File: src/rtl/router_pkg.sv
// Shared header layout, sink FSM encoding and header field helpers
// for the router output-port packet sink.
package router_pkg;

  localparam int LEN_W  = 6;
  localparam int ADDR_W = 2;
  localparam int DATA_W = 8;

  typedef enum logic [2:0] {
    IDLE,
    HDR,
    PAY,
    PAR,
    DONE
  } sink_state_t;

  function automatic logic [LEN_W-1:0] hdr_len(
    input logic [DATA_W-1:0] b
  );
    return b[DATA_W-1:ADDR_W];
  endfunction

  function automatic logic [ADDR_W-1:0] hdr_addr(
    input logic [DATA_W-1:0] b
  );
    return b[ADDR_W-1:0];
  endfunction

endpackage

File: src/rtl/router_sink_ctr.sv
// Mid-packet stall timer and wrapping packet/error counters
// for the router packet sink.
module router_sink_ctr #(
  parameter int STALL_MAX = 31,
  parameter int CNT_W     = 16
) (
  input  logic             clk,
  input  logic             rst_n,
  input  logic             stall_en_i,
  input  logic             stall_clr_i,
  input  logic             pkt_inc_i,
  input  logic             err_inc_i,
  output logic             stall_hit_o,
  output logic [CNT_W-1:0] pkt_cnt_o,
  output logic [CNT_W-1:0] err_cnt_o
);

  localparam int SW = $clog2(STALL_MAX + 1);
  localparam logic [SW-1:0] HIT = SW'(STALL_MAX - 1);

  logic [SW-1:0]    stall_q, stall_d;
  logic [CNT_W-1:0] pkt_q, pkt_d;
  logic [CNT_W-1:0] err_q, err_d;

  // Fires on the cycle the stall count would reach STALL_MAX.
  assign stall_hit_o = stall_en_i & (stall_q == HIT);

  always_comb begin
    stall_d = stall_q;
    pkt_d   = pkt_q;
    err_d   = err_q;
    if (stall_clr_i || stall_hit_o) begin
      stall_d = '0;
    end else if (stall_en_i) begin
      stall_d = stall_q + SW'(1);
    end
    if (pkt_inc_i) pkt_d = pkt_q + CNT_W'(1);
    if (err_inc_i) err_d = err_q + CNT_W'(1);
  end

  always_ff @(posedge clk or negedge rst_n) begin
    if (!rst_n) begin
      stall_q <= '0;
      pkt_q   <= '0;
      err_q   <= '0;
    end else begin
      stall_q <= stall_d;
      pkt_q   <= pkt_d;
      err_q   <= err_d;
    end
  end

  assign pkt_cnt_o = pkt_q;
  assign err_cnt_o = err_q;

endmodule

File: src/rtl/router_pkt_sink.sv
// Router output-port reader: drains one packet at a time, checks
// parity and destination, and reports status plus running counts.
module router_pkt_sink
  import router_pkg::*;
#(
  parameter logic [ADDR_W-1:0] PORT_ID   = 2'd0,
  parameter int                STALL_MAX = 31,
  parameter int                CNT_W     = 16
) (
  input  logic              clock,
  input  logic              resetn,
  input  logic              vld_out,
  input  logic [DATA_W-1:0] data_out,
  input  logic              sink_ready,
  output logic              read_enb,
  output logic [DATA_W-1:0] byte_out,
  output logic              byte_valid,
  output logic [LEN_W-1:0]  hdr_len,
  output logic              pkt_done,
  output logic              parity_err,
  output logic              addr_err,
  output logic              pkt_abort,
  output logic [CNT_W-1:0]  pkt_count,
  output logic [CNT_W-1:0]  err_count
);

  sink_state_t state_q, state_d;

  logic              rd_q, rd_d;
  logic              pend_q, pend_d;
  logic [6:0]        issued_q, issued_d;
  logic [LEN_W-1:0]  rcvd_q, rcvd_d;
  logic [LEN_W-1:0]  len_q, len_d;
  logic [DATA_W-1:0] acc_q, acc_d;
  logic              perr_q, perr_d;
  logic              aerr_q, aerr_d;

  logic       accept;
  logic       active;
  logic       act_d;
  logic [6:0] lim;
  logic       stall_hit;
  logic       stall_en;
  logic       err_inc;

  // Registered strobe is gated so no read is ever offered while
  // the consumer is busy.
  assign read_enb   = rd_q & sink_ready;
  assign accept     = read_enb & vld_out;
  assign active     = (state_q == HDR) | (state_q == PAY) |
                      (state_q == PAR);
  assign pkt_done   = (state_q == DONE);
  assign parity_err = pkt_done & perr_q;
  assign addr_err   = pkt_done & aerr_q;
  assign byte_valid = pend_q & (state_q == PAY);
  assign byte_out   = byte_valid ? data_out : '0;
  assign hdr_len    = len_q;
  assign pkt_abort  = stall_hit;

  assign stall_en = active & ~vld_out & ~pend_q & sink_ready;
  assign err_inc  = (pkt_done & (perr_q | aerr_q)) | stall_hit;

  always_comb begin
    state_d  = state_q;
    issued_d = issued_q + 7'(accept);
    rcvd_d   = rcvd_q;
    len_d    = len_q;
    acc_d    = acc_q;
    perr_d   = perr_q;
    aerr_d   = aerr_q;
    pend_d   = accept;
    unique case (state_q)
      IDLE: begin
        if (vld_out) state_d = HDR;
      end
      HDR: begin
        if (pend_q) begin
          len_d   = router_pkg::hdr_len(data_out);
          aerr_d  = router_pkg::hdr_addr(data_out) != PORT_ID;
          acc_d   = data_out;
          perr_d  = 1'b0;
          state_d = (len_d == '0) ? PAR : PAY;
        end
      end
      PAY: begin
        if (pend_q) begin
          acc_d  = acc_q ^ data_out;
          rcvd_d = rcvd_q + LEN_W'(1);
          if (rcvd_d == len_q) state_d = PAR;
        end
      end
      PAR: begin
        if (pend_q) begin
          perr_d  = (data_out != acc_q);
          state_d = DONE;
        end
      end
      DONE: begin
        state_d  = IDLE;
        issued_d = '0;
        rcvd_d   = '0;
        acc_d    = '0;
      end
      default: state_d = IDLE;
    endcase
    if (stall_hit) begin
      state_d  = IDLE;
      issued_d = '0;
      rcvd_d   = '0;
      acc_d    = '0;
    end
  end

  // Until the header lands only two reads may be in flight; DONE
  // pre-issues the next header so back-to-back packets lose 2 cycles.
  always_comb begin
    act_d = (state_d == HDR) | (state_d == PAY) |
            (state_d == PAR);
    lim   = ((state_d == PAY) | (state_d == PAR)) ?
            7'(len_d) + 7'd2 : 7'd2;
    rd_d  = vld_out & ((state_q == DONE) |
                       (act_d & (issued_d < lim)));
  end

  always_ff @(posedge clock or negedge resetn) begin
    if (!resetn) begin
      state_q  <= IDLE;
      rd_q     <= 1'b0;
      pend_q   <= 1'b0;
      issued_q <= '0;
      rcvd_q   <= '0;
      len_q    <= '0;
      acc_q    <= '0;
      perr_q   <= 1'b0;
      aerr_q   <= 1'b0;
    end else begin
      state_q  <= state_d;
      rd_q     <= rd_d;
      pend_q   <= pend_d;
      issued_q <= issued_d;
      rcvd_q   <= rcvd_d;
      len_q    <= len_d;
      acc_q    <= acc_d;
      perr_q   <= perr_d;
      aerr_q   <= aerr_d;
    end
  end

  router_sink_ctr #(
    .STALL_MAX (STALL_MAX),
    .CNT_W     (CNT_W)
  ) u_ctr (
    .clk         (clock),
    .rst_n       (resetn),
    .stall_en_i  (stall_en),
    .stall_clr_i (pend_q | ~active),
    .pkt_inc_i   (pkt_done),
    .err_inc_i   (err_inc),
    .stall_hit_o (stall_hit),
    .pkt_cnt_o   (pkt_count),
    .err_cnt_o   (err_count)
  );

endmodule

File: config.mk
export PLATFORM = sky130hd
export DESIGN_NAME = router_pkt_sink
export DESIGN_NICKNAME = d
export VERILOG_FILES = /design/src/rtl/router_pkg.sv /design/src/rtl/router_sink_ctr.sv /design/src/rtl/router_pkt_sink.sv
export SDC_FILE = /design/constraint.sdc
export NUM_CORES = 1
export LEC_CHECK = 0
export CAP_MARGIN = 20
export CORE_UTILIZATION = 55
export CTS_BUF_LIST = sky130_fd_sc_hd__clkbuf_8
export CTS_CLUSTER_DIAMETER = 80
export CTS_CLUSTER_SIZE = 10
export DETAILED_ROUTE_END_ITERATION = 16
export HOLD_SLACK_MARGIN = 0.1
export PLACE_DENSITY = 0.82
export SLEW_MARGIN = 0
export SYNTH_ARGS = -nofsm -noshare
export SYNTH_HDL_FRONTEND = slang
export SYNTH_SLANG_ARGS = --single-unit
File: constraint.sdc
create_clock -name clock -period 8.85 [get_ports clock]
set_input_delay 0.885 -clock clock [delete_from_list [all_inputs] [get_ports clock]]
set_output_delay 0.885 -clock clock [all_outputs]
set_load 0.01 [all_outputs]
==> impl_results.md, run 1 <==
* GPL Wtd Cong at 0.944
* Reg2reg path depth at 12
* Least-Margin Pin Slew at 0.876 ns
* Final setup viols at 0
* Fmax at 277 MHz
* CP arrival at 2.73 ns
* Syn_area_per_cell at 9.50 µm²
* Maximum number of pins on one net before global-route repair at 72
* Post-Syn Nets at 432
* Rows at 30
* Postcts setup bufs at 0
* First-pass GRT wire length at 14,400 µm
* Delay-heaviest family, CP: buffers and inverters
* Max Clock Skew at 0.0125 ns
* Peak VDD IR at 0.166 mV
* Num ports at 64
* Critical path, cell by cell: clkdlybuf4s50_1 > nand2b_1 > nor4b_4 > buf_4 > clkdlybuf4s50_1
* PortBufs at 63
* Final design utilization at 70.9%
* P per Cell Area at 252 nW/µm²
* WL final at 8350 µm
* Sequential area share after synthesis at 46.0%
* Part of the cycle the worst path needs at 40.8%
* Status: completed
* Critical path endpoint category: primary output
* Gate Count Post-Synth at 406
* Hold WC Path Type: reg2reg
* DPL Wire Length at 5680 µm
* DR vias/cell at 5.49
* RSZ-0062 raised after global routing: no
* Cells on Worst Hold Path at 1
* Cell taking the most area after synthesis: dfrtp_1
* YS warnings at 0
* Worst reg2reg endpoint: rd_q
* WL per Instance at 14.6 µm
* Remaining DRCs at 0
* Relative slew margins at 41.6%
* Crit Path Max Fanout at 18
* Antenna viol nets, final at 0
* Max-Cap Viols at 0
* CP bufs+invs at 3
* Die area at 7350 µm²
* Initial DRC count at 186
* Switching share of power at 36.9%
* R2R Setup Slk at 5.82 ns
* Antenna cells at 0
* CP max stage delay at 0.58 ns
* Clock transition at the registers of the reported paths at 0.08 ns
* Overall global routing resource usage at 24.8%
* Clock network fraction of design power at 24.7%
* Chip height at 85.8 µm
* RR Startpoint: state_q[0]
* Most used cell along the critical path: clkdlybuf4s50_1
* Final hold viol count at 0
* CORE AREA at 6790 µm²
* Pleak at 2.15 nW
* Fin. max-slew vios at 0
* Crit path required time at 7.97 ns
* Initial Util at 56.8%
* Final net count at 497
* Initial antenna violation count at 0
* Hold path start: u_ctr.pkt_cnt_o[15]
* Combinational fraction of design power at 34.6%
* Share of layout cells above drive strength 1 at 7.35%
* Die width at 85.8 µm
* Psw at 0.000448 W
* Worst skew pair latency at 0.35 ns
* CP Class: in2out
* CTS resizes at 0
* CTS tree: built
* Crit path launch type: input pin
* TritonRoute pass-1 iters at 5
* Top post-synthesis cells by area: dfrtp_1 (46%), xnor2_1 (6.4%), xor2_1 (5.2%)
* CTS root buf: clkbuf_8
* Num Clock Sinks at 71
* #FFs+latches synth at 71
* Minimum clock period after layout at 3.61 ns
* Max stage delay cell, worst path: clkdlybuf4s50_1
* Cell Int Power at 0.000765 W
* Netlist cell types at 43
* Bufs on Longest Clock Path at 2
* CP Launch Point: vld_out
* Setup Total Neg Slack at 0 ns
* Reg power frac at 40.7%
* Via count at 3,138
* Synth top area share at 46.0%
* Hold buffers post-CTS at 0
* H-tree Lvls at 3
* Total grt overflow at 0
* Area Growth Syn to Fin at 24.8%
* Vias in the first global route at 3,052
* Number of buffers created by CTS at 9
* Hold path endpoint: u_ctr.pkt_cnt_o[15]
* Synthesized area at 3860 µm²
power groups by stage:
stage	sequential (W)	clock, W	combinational (W)
after floorplan	0.000476	0	0.000299
after global placement	0.000494	0	0.000400
after detailed placement	0.000497	0	0.000414
after CTS	0.000493	0.000304	0.000420
after global routing	0.000507	0.000320	0.000472
final	0.000494	0.000299	0.000419
Yosys cell counts (all sizes together):
| library cell | instances |
|---|---|
| nand4 | 11 |
| nor3b | 3 |
| nand2b | 8 |
| and4 | 3 |
| a31oi | 2 |
| o21ai | 15 |
| a311oi | 1 |
| o22ai | 4 |
| nand4bb | 1 |
| o21a | 1 |
| and4bb | 1 |
| ha | 14 |
| or4b | 1 |
| dfrtp | 71 |
| nor2b | 3 |
| or3 | 3 |
| nor4 | 3 |
| inv | 18 |
| mux2i | 1 |
| a211oi | 1 |
| or4 | 1 |
| mux2 | 6 |
| nand2 | 48 |
| xor2 | 23 |
| a21oi | 16 |
| nand3b | 6 |
| buf | 5 |
| nand4b | 2 |
| o31ai | 2 |
| and2 | 10 |
| and3 | 6 |
| nand3 | 15 |
| nor2 | 48 |
| o2111ai | 2 |
| or2 | 3 |
| nor4b | 1 |
| o32a | 5 |
| xnor2 | 28 |
| clkbuf | 7 |
| nor3 | 7 |
worst max-delay path by stage:
stage	endpoint	slack [ns]	cells past startpoint
2_1_floorplan	rd_q	5.91	11
3_3_place_gp	pkt_abort	5.27	5
3_5_place_dp	rd_q	5.09	12
4_1_cts	pkt_abort	5.23	5
5_1_grt	byte_out[2]	5.10	4
6_report	pkt_abort	5.24	5
per-stage QoR:
step                power [W]  cell area, µm²  std cells  hold slack, ns  worst slack [ns]
CTS                   0.00122            4810        572           0.486              5.23
floorplan            0.000774            3860        406           0.470              5.91
finish                0.00121            4810        572           0.473              5.24
global placement     0.000893            4580        556           0.461              5.27
global route          0.00130            4810        572           0.497              5.10
detailed placement   0.000911            4580        556           0.475              5.09
registers in the layout, indices dropped and copies added, names as in the netlist, 3 cells and up:
name,count
state_q,3
rcvd_q,6
acc_q,8
issued_q,7
u_ctr.stall_q,5
u_ctr.err_cnt_o,16
hdr_len,6
u_ctr.pkt_cnt_o,16
layout make-up:
cell class | instances | area [µm²]
Tap cell | 96 | 120
Fill cell | 504 | 1980
Inverter | 18 | 67.6
Multi-Input combinational cell | 305 | 1970
Clock inverter | 7 | 105
Clock buffer | 9 | 124
Sequential cell | 71 | 1780
Timing Repair Buffer | 66 | 648
metal layers:
layer,wire length (µm),GRT usage [%],vias up
met5,0,0,-
met4,100,8.94,0
met3,382,3.66,12
met2,4060,39.9,89
met1,3810,34.5,1520
li1,-,-,1517
cell usage in the layout, fill, tap and decap left out, drive strengths merged, types with 15 or more instances in the layout:
master	n
clkdlybuf4s50	62
xnor2	28
nor2	48
inv	20
nand2	48
dfrtp	71
xor2	23
a21oi	16
nand3	15
o21ai	15
kinds of logic (layout without fill, tap and decap cells):
family,after synthesis,after routing,synth area share (%)
buffers and inverters,30,100,3.08
flip-flops,71,71,46.0
AND/OR/NAND/NOR,184,184,24.5
adder cells (fa/ha/maj),14,14,4.54
AO/OA/AOI/OAI,49,49,8.20
multiplexers,7,7,2.01
XOR/XNOR,51,51,11.6
Note: power is estimated with default switching activity, not from simulation.
==> run 2: changes to the inputs <==
Clock period 8.85 ns to 3.65 ns, I/O delays scaled along.
==> impl_results.md, run 2 (same netlist as run 1, synthesis figures left out) <==
* Status: completed (unchanged)
* CTS resizes at 0 (unchanged)
* Delay-heaviest family, CP: simple AND/OR/NAND/NOR gates (was buffers and inverters)
* RSZ-0062 raised after global routing: no (unchanged)
* Final instance area at 4810 µm² (about the same)
* Final setup viols at 0 (unchanged)
* Psw at 0.00106 W (was 0.000448 W)
* Rows at 30 (unchanged)
* Pleak at 2.16 nW (was 2.15 nW)
* Final design utilization at 70.8% (was 70.9%)
* Antenna viol nets, final at 0 (unchanged)
* Fin. max-slew vios at 0 (unchanged)
* Die width at 85.8 µm (unchanged)
* GPL Wtd Cong at 0.866 (was 0.944)
* Clock transition at the registers of the reported paths at 0.08 ns (about the same)
* Share of layout cells above drive strength 1 at 7.11% (was 7.35%)
* Number of buffers created by CTS at 9 (unchanged)
* Remaining DRCs at 0 (unchanged)
* Max-Cap Viols at 0 (unchanged)
* First-pass GRT wire length at 14,500 µm (was 14,400 µm)
* Total grt overflow at 0 (unchanged)
* Final hold viol count at 0 (unchanged)
* Die area at 7350 µm² (unchanged)
* Area after detailed placement at 4600 µm² (was 4580 µm²)
* CORE AREA at 6790 µm² (unchanged)
* CTS tree: built (unchanged)
* Least-Margin Pin Slew at 0.819 ns (was 0.876 ns)
* Final net count at 499 (was 497)
* Combinational fraction of design power at 35.3% (was 34.6%)
* Peak VDD IR at 0.325 mV (was 0.166 mV)
* Hold buffers post-CTS at 0 (unchanged)
* Clock network fraction of design power at 23.3% (was 24.7%)
* DPL Wire Length at 6060 µm (was 5680 µm)
* Antenna cells at 0 (unchanged)
* Setup Total Neg Slack at 0 ns (unchanged)
* Relative slew margins at 45.4% (was 41.6%)
* Critical path, cell by cell: and4bb_2 > mux2_2 > ha_1 > nand3_1 > xnor2_1 > nand2_1 > ha_1 > nand3_1 > o22ai_1 > o21ai_0 > nand3_1 > o21ai_0 (was clkdlybuf4s50_1 > nand2b_1 > nor4b_4 > buf_4 > clkdlybuf4s50_1)
* Num Clock Sinks at 71 (unchanged)
* TritonRoute pass-1 iters at 4 (was 5)
* Hold WC Path Type: in2async (was reg2reg)
* Bufs on Longest Clock Path at 2 (unchanged)
* Initial DRC count at 156 (was 186)
* Maximum number of pins on one net before global-route repair at 37 (was 72)
* Reg power frac at 41.4% (was 40.7%)
* Postcts setup bufs at 0 (unchanged)
* WL per Instance at 14.8 µm (was 14.6 µm)
* Most common cell after layout, fill and taps aside: dfrtp_1 (unchanged)
* CTS root buf: clkbuf_8 (unchanged)
* Max stage delay cell, worst path: and4bb_2 (was clkdlybuf4s50_1)
* PortBufs at 63 (unchanged)
* H-tree Lvls at 3 (unchanged)
* Fmax at 340 MHz
* Worst skew pair latency at 0.34 ns (was 0.35 ns)
* Max Clock Skew at 0.0125 ns (about the same)
* Area Growth Syn to Fin at 24.6% (was 24.8%)
* Initial antenna violation count at 0 (unchanged)
* Cell Int Power at 0.00185 W (was 0.000765 W)
* DR vias/cell at 5.55 (was 5.49)
* Via count at 3,184 (was 3,138)
* Crit path launch type: flip-flop (was input pin)
* Pwr Total at 0.00291 W (was 0.00121 W)
* Vias in the first global route at 3,065 (was 3,052)
* Minimum clock period after layout at 2.94 ns
* CP max stage delay at 0.54 ns (was 0.58 ns)
* CP arrival at 3.21 ns (was 2.73 ns)
* Part of the cycle the worst path needs at 80.7%
* Chip height at 85.8 µm (unchanged)
* CP bufs+invs at 0 (was 3)
* CP Class: reg2reg (was in2out)
* WL final at 8520 µm (was 8350 µm)
* Crit path required time at 3.91 ns (was 7.97 ns)
* Num ports at 64 (unchanged)
* Initial Util at 56.8% (unchanged)
* Crit Path Max Fanout at 14 (was 18)
* P per Cell Area at 605 nW/µm² (was 252 nW/µm²)
* Most used cell along the critical path: nand3_1 (was clkdlybuf4s50_1)
* Fill count at 535 (was 504)
* Most frequent cells in the layout: dfrtp_1 (71), clkdlybuf4s50_1 (62), nor2_1 (48), nand2_1 (48), xnor2_1 (28) (unchanged)
* Critical path endpoint category: flip-flop (was primary output)
* Overall global routing resource usage at 25.1% (was 24.8%)
* Post-Layout Cell Count at 574 (was 572)
* Switching share of power at 36.5% (was 36.9%)
* Dpl cells at 558 (was 556)
## run 2: final timing paths
kind,startpoint,to,slack (ns),cells past startpoint
worst min-delay path,resetn,u_ctr.pkt_cnt_o[14],0.11,1
min in group clock,u_ctr.pkt_cnt_o[15],u_ctr.pkt_cnt_o[15],0.47,1
worst max-delay path,state_q[1],rd_q,0.71,12
worst max register to register,state_q[1],rd_q,0.71,12
max in group asynchronous,resetn,acc_q[6],2.57,2
worst min register to register,u_ctr.pkt_cnt_o[15],u_ctr.pkt_cnt_o[15],0.47,1
## run 2: cell type report
class / instances / area (µm²) / area share, %
clock buffers: 9 / 124 / 2.58
clock inverters: 7 / 90.1 / 1.87
inverters: 18 / 67.6 / 1.40
multi-input cells: 305 / 1970 / 40.9
flip-flops and latches: 71 / 1780 / 36.9
well taps: 96 / 120 / 2.50
repair buffers: 68 / 663 / 13.8
## run 2: power by group through the flow
stage	clock (W)	sequential (W)	combinational, W
floorplan	0	0.00115	0.000724
global placement	0	0.00120	0.000979
detailed placement	0	0.00121	0.00102
CTS	0.000687	0.00120	0.00103
global route	0.000731	0.00123	0.00115
finish	0.000678	0.00120	0.00103
## run 2: metrics by stage
stage	worst slack [ns]	hold slack, ns
finish	0.705	0.105
global route	0.429	0.161
CTS	0.696	0.125
detailed placement	0.686	0.468
global placement	0.722	0.461
floorplan	0.875	0.0694
## run 2: worst reg2reg max path, cell delays in order, from the launching register on
cell and delay, ns:
dfrtp_1 0.50, and4bb_2 0.54, mux2_2 0.41, ha_1 0.23, nand3_1 0.09, xnor2_1 0.12
nand2_1 0.07, ha_1 0.32, nand3_1 0.11, o22ai_1 0.09, o21ai_0 0.14, nand3_1 0.08
o21ai_0 0.17
## run 2: layer usage
metal / routed length [µm] / GRT usage (%) / up-vias
met2: 4080 / 40.8 / 72
met3: 267 / 3.27 / 20
met4: 162 / 9.85 / 0
met5: 0 / 0 / -
li1: - / - / 1525
met1: 4010 / 34.4 / 1567
==> run 3: changes to the inputs <==
Settings changed: CORE_UTILIZATION 55 to 50, PLACE_DENSITY 0.82 to 0.79.
Clock period 3.65 ns to 2.5 ns, I/O delays scaled along.
==> impl_results.md, run 3 (same netlist as run 1, synthesis figures left out) <==
* RSZ-0062 raised after global routing: yes (was no)
* WL final at 9160 µm (was 8520 µm)
* CTS tree: built (unchanged)
* Clock transition at the registers of the reported paths at 0.08 ns (about the same)
* Post-Layout Cell Count at 598 (was 574)
* Die width at 89.9 µm (was 85.8 µm)
* Fill count at 584 (was 535)
* Register Area at 1780 µm² (unchanged)
* Relative slew margins at 61.8% (was 45.4%)
* Critical path endpoint category: flip-flop (unchanged)
* Vias in the first global route at 3,166 (was 3,065)
* Hold WC Path Type: in2async (unchanged)
* DPL Wire Length at 6340 µm (was 6060 µm)
* Share of layout cells above drive strength 1 at 13.6% (was 7.11%)
* P per Cell Area at 883 nW/µm² (was 605 nW/µm²)
* Antenna cells at 0 (unchanged)
* Max-Cap Viols at 0 (unchanged)
* Fmax at 404 MHz (was 340 MHz)
* Worst skew pair latency at 0.34 ns (about the same)
* Most frequent cells in the layout: dfrtp_1 (71), clkdlybuf4s50_1 (61), nor2_1 (48), nand2_1 (48), xnor2_1 (28) (was dfrtp_1 (71), clkdlybuf4s50_1 (62), nor2_1 (48), nand2_1 (48), xnor2_1 (28))
* Pleak at 2.29 nW (was 2.16 nW)
* Minimum clock period after layout at 2.48 ns (was 2.94 ns)
* Crit Path Max Fanout at 8 (was 14)
* Setup WS pre-CTS at -0.203 ns (was 0.686 ns)
* Crit path required time at 2.73 ns (was 3.91 ns)
* Maximum number of pins on one net before global-route repair at 72 (was 37)
* Setup Total Neg Slack at 0 ns (unchanged)
* Remaining DRCs at 0 (unchanged)
* Fin. max-slew vios at 0 (unchanged)
* Final net count at 520 (was 499)
* CORE AREA at 7370 µm² (was 6790 µm²)
* Die area at 8070 µm² (was 7350 µm²)
* Total grt overflow at 0 (unchanged)
* Number of buffers created by CTS at 9 (unchanged)
* GPL Wtd Cong at 0.842 (was 0.866)
* Area Growth Syn to Fin at 32.1% (was 24.6%)
* CP arrival at 2.70 ns (was 3.21 ns)
* Antenna viol nets, final at 0 (unchanged)
* Most common cell after layout, fill and taps aside: dfrtp_1 (unchanged)
* First-pass GRT wire length at 15,400 µm (was 14,500 µm)
* Final instance area at 5100 µm² (was 4810 µm²)
* Rows at 31 (was 30)
* Peak VDD IR at 0.515 mV (was 0.325 mV)
* Final hold viol count at 0 (unchanged)
* Part of the cycle the worst path needs at 99.0% (was 80.7%)
* Crit path launch type: flip-flop (unchanged)
* Initial antenna violation count at 0 (unchanged)
* CTS root buf: clkbuf_8 (unchanged)
* Least-Margin Pin Slew at 0.571 ns (was 0.819 ns)
* WL per Instance at 15.3 µm (was 14.8 µm)
* Area after detailed placement at 4750 µm² (was 4600 µm²)
* Bufs on Longest Clock Path at 2 (unchanged)
* Multi-input gate area at 2080 µm² (was 1970 µm²)
* Initial Util at 52.4% (was 56.8%)
* Max Clock Skew at 0.0101 ns (was 0.0125 ns)
* TritonRoute pass-1 iters at 4 (unchanged)
* Chip height at 89.9 µm (was 85.8 µm)
* Num Clock Sinks at 71 (unchanged)
* H-tree Lvls at 3 (unchanged)
* Final setup viols at 0 (unchanged)
* PortBufs at 63 (unchanged)
* Status: completed (unchanged)
* Initial DRC count at 151 (was 156)
* Dpl cells at 576 (was 558)
* Overall global routing resource usage at 23.6% (was 25.1%)
* Final setup margin at 0.0246 ns (was 0.705 ns)
* Num ports at 64 (unchanged)
* DR vias/cell at 5.42 (was 5.55)
* CP Class: reg2reg (unchanged)
* Via count at 3,239 (was 3,184)
-- run 3: cell count changes in the layout (fill, tap and decap cells not counted), sizes merged --
cell           before  now
buf                 6   26
bufinv              2    1
clkdlybuf4s50      62   61
clkinvlp            0    1
dlygate4sd3         0    1
dlymetal6s2s        0    1
-- run 3: layout make-up --
cell class                      instances  share of cell area (%)
Clock buffer                            9                    2.43
Clock inverter                          7                    1.57
Inverter                               18                    1.33
Multi-Input combinational cell        305                    40.7
Sequential cell                        71                    34.8
Tap cell                               99                    2.43
Timing Repair Buffer                   89                    16.7
-- run 3: repair_timing --
item	in CTS	in global routing
endpoints found under the setup margin	2	8
pin swaps	4	12
resized for setup	4	19
buffers inserted	4	1
hold buffers	1	0
hold endpoints to repair	71	0
-- run 3: report_power, final --
group | internal [W] | leakage, nW | switching (W)
Clock | 0.000472 | 0.102 | 0.000465
Combinational | 0.000908 | 1.28 | 0.000950
Sequential | 0.00142 | 0.905 | 0.000293
Total | 0.00280 | 2.29 | 0.00171
-- run 3: path summary, 6_finish.rpt --
path | start | to | slack [ns] | cells after the start
max in group asynchronous | resetn | u_ctr.stall_q[0] | 1.73 | 3
min in group clock | u_ctr.err_cnt_o[15] | u_ctr.err_cnt_o[15] | 0.47 | 1
hold / removal | resetn | rcvd_q[5] | 0.45 | 3
hold reg to reg | u_ctr.err_cnt_o[15] | u_ctr.err_cnt_o[15] | 0.47 | 1
setup / recovery | state_q[2] | rd_q | 0.02 | 12
setup reg to reg | state_q[2] | rd_q | 0.02 | 12
-- run 3: routing by layer --
layer / up-vias / track usage (%) / part of all wire, % / wire [µm]
li1: 1567 / - / - / -
met1: 1567 / 32.2 / 45 / 4110
met2: 91 / 38.3 / 49 / 4480
met3: 14 / 4.82 / 4.8 / 442
met4: 0 / 6.59 / 1.4 / 125
met5: - / 0 / 0 / 0
-- run 3: stage by stage --
stage	power, W	hold slack, ns	utilization (%)
CTS	0.00435	0.470	67.9
finish	0.00450	0.446	69.2
detailed placement	0.00337	0.307	64.4
global route	0.00482	0.483	69.2
floorplan	0.00279	-0.0456	-
global placement	0.00328	0.304	64.4
-- run 3: critical path: stages (launching register included) --
cell	delay, ns
dfrtp_1	0.38
and4bb_4	0.43
mux2_4	0.35
ha_4	0.17
nand3_2	0.06
xnor2_1	0.11
nand2_1	0.12
ha_4	0.30
nand3_4	0.06
o22ai_2	0.16
o21ai_1	0.07
nand3_1	0.08
o21ai_1	0.07
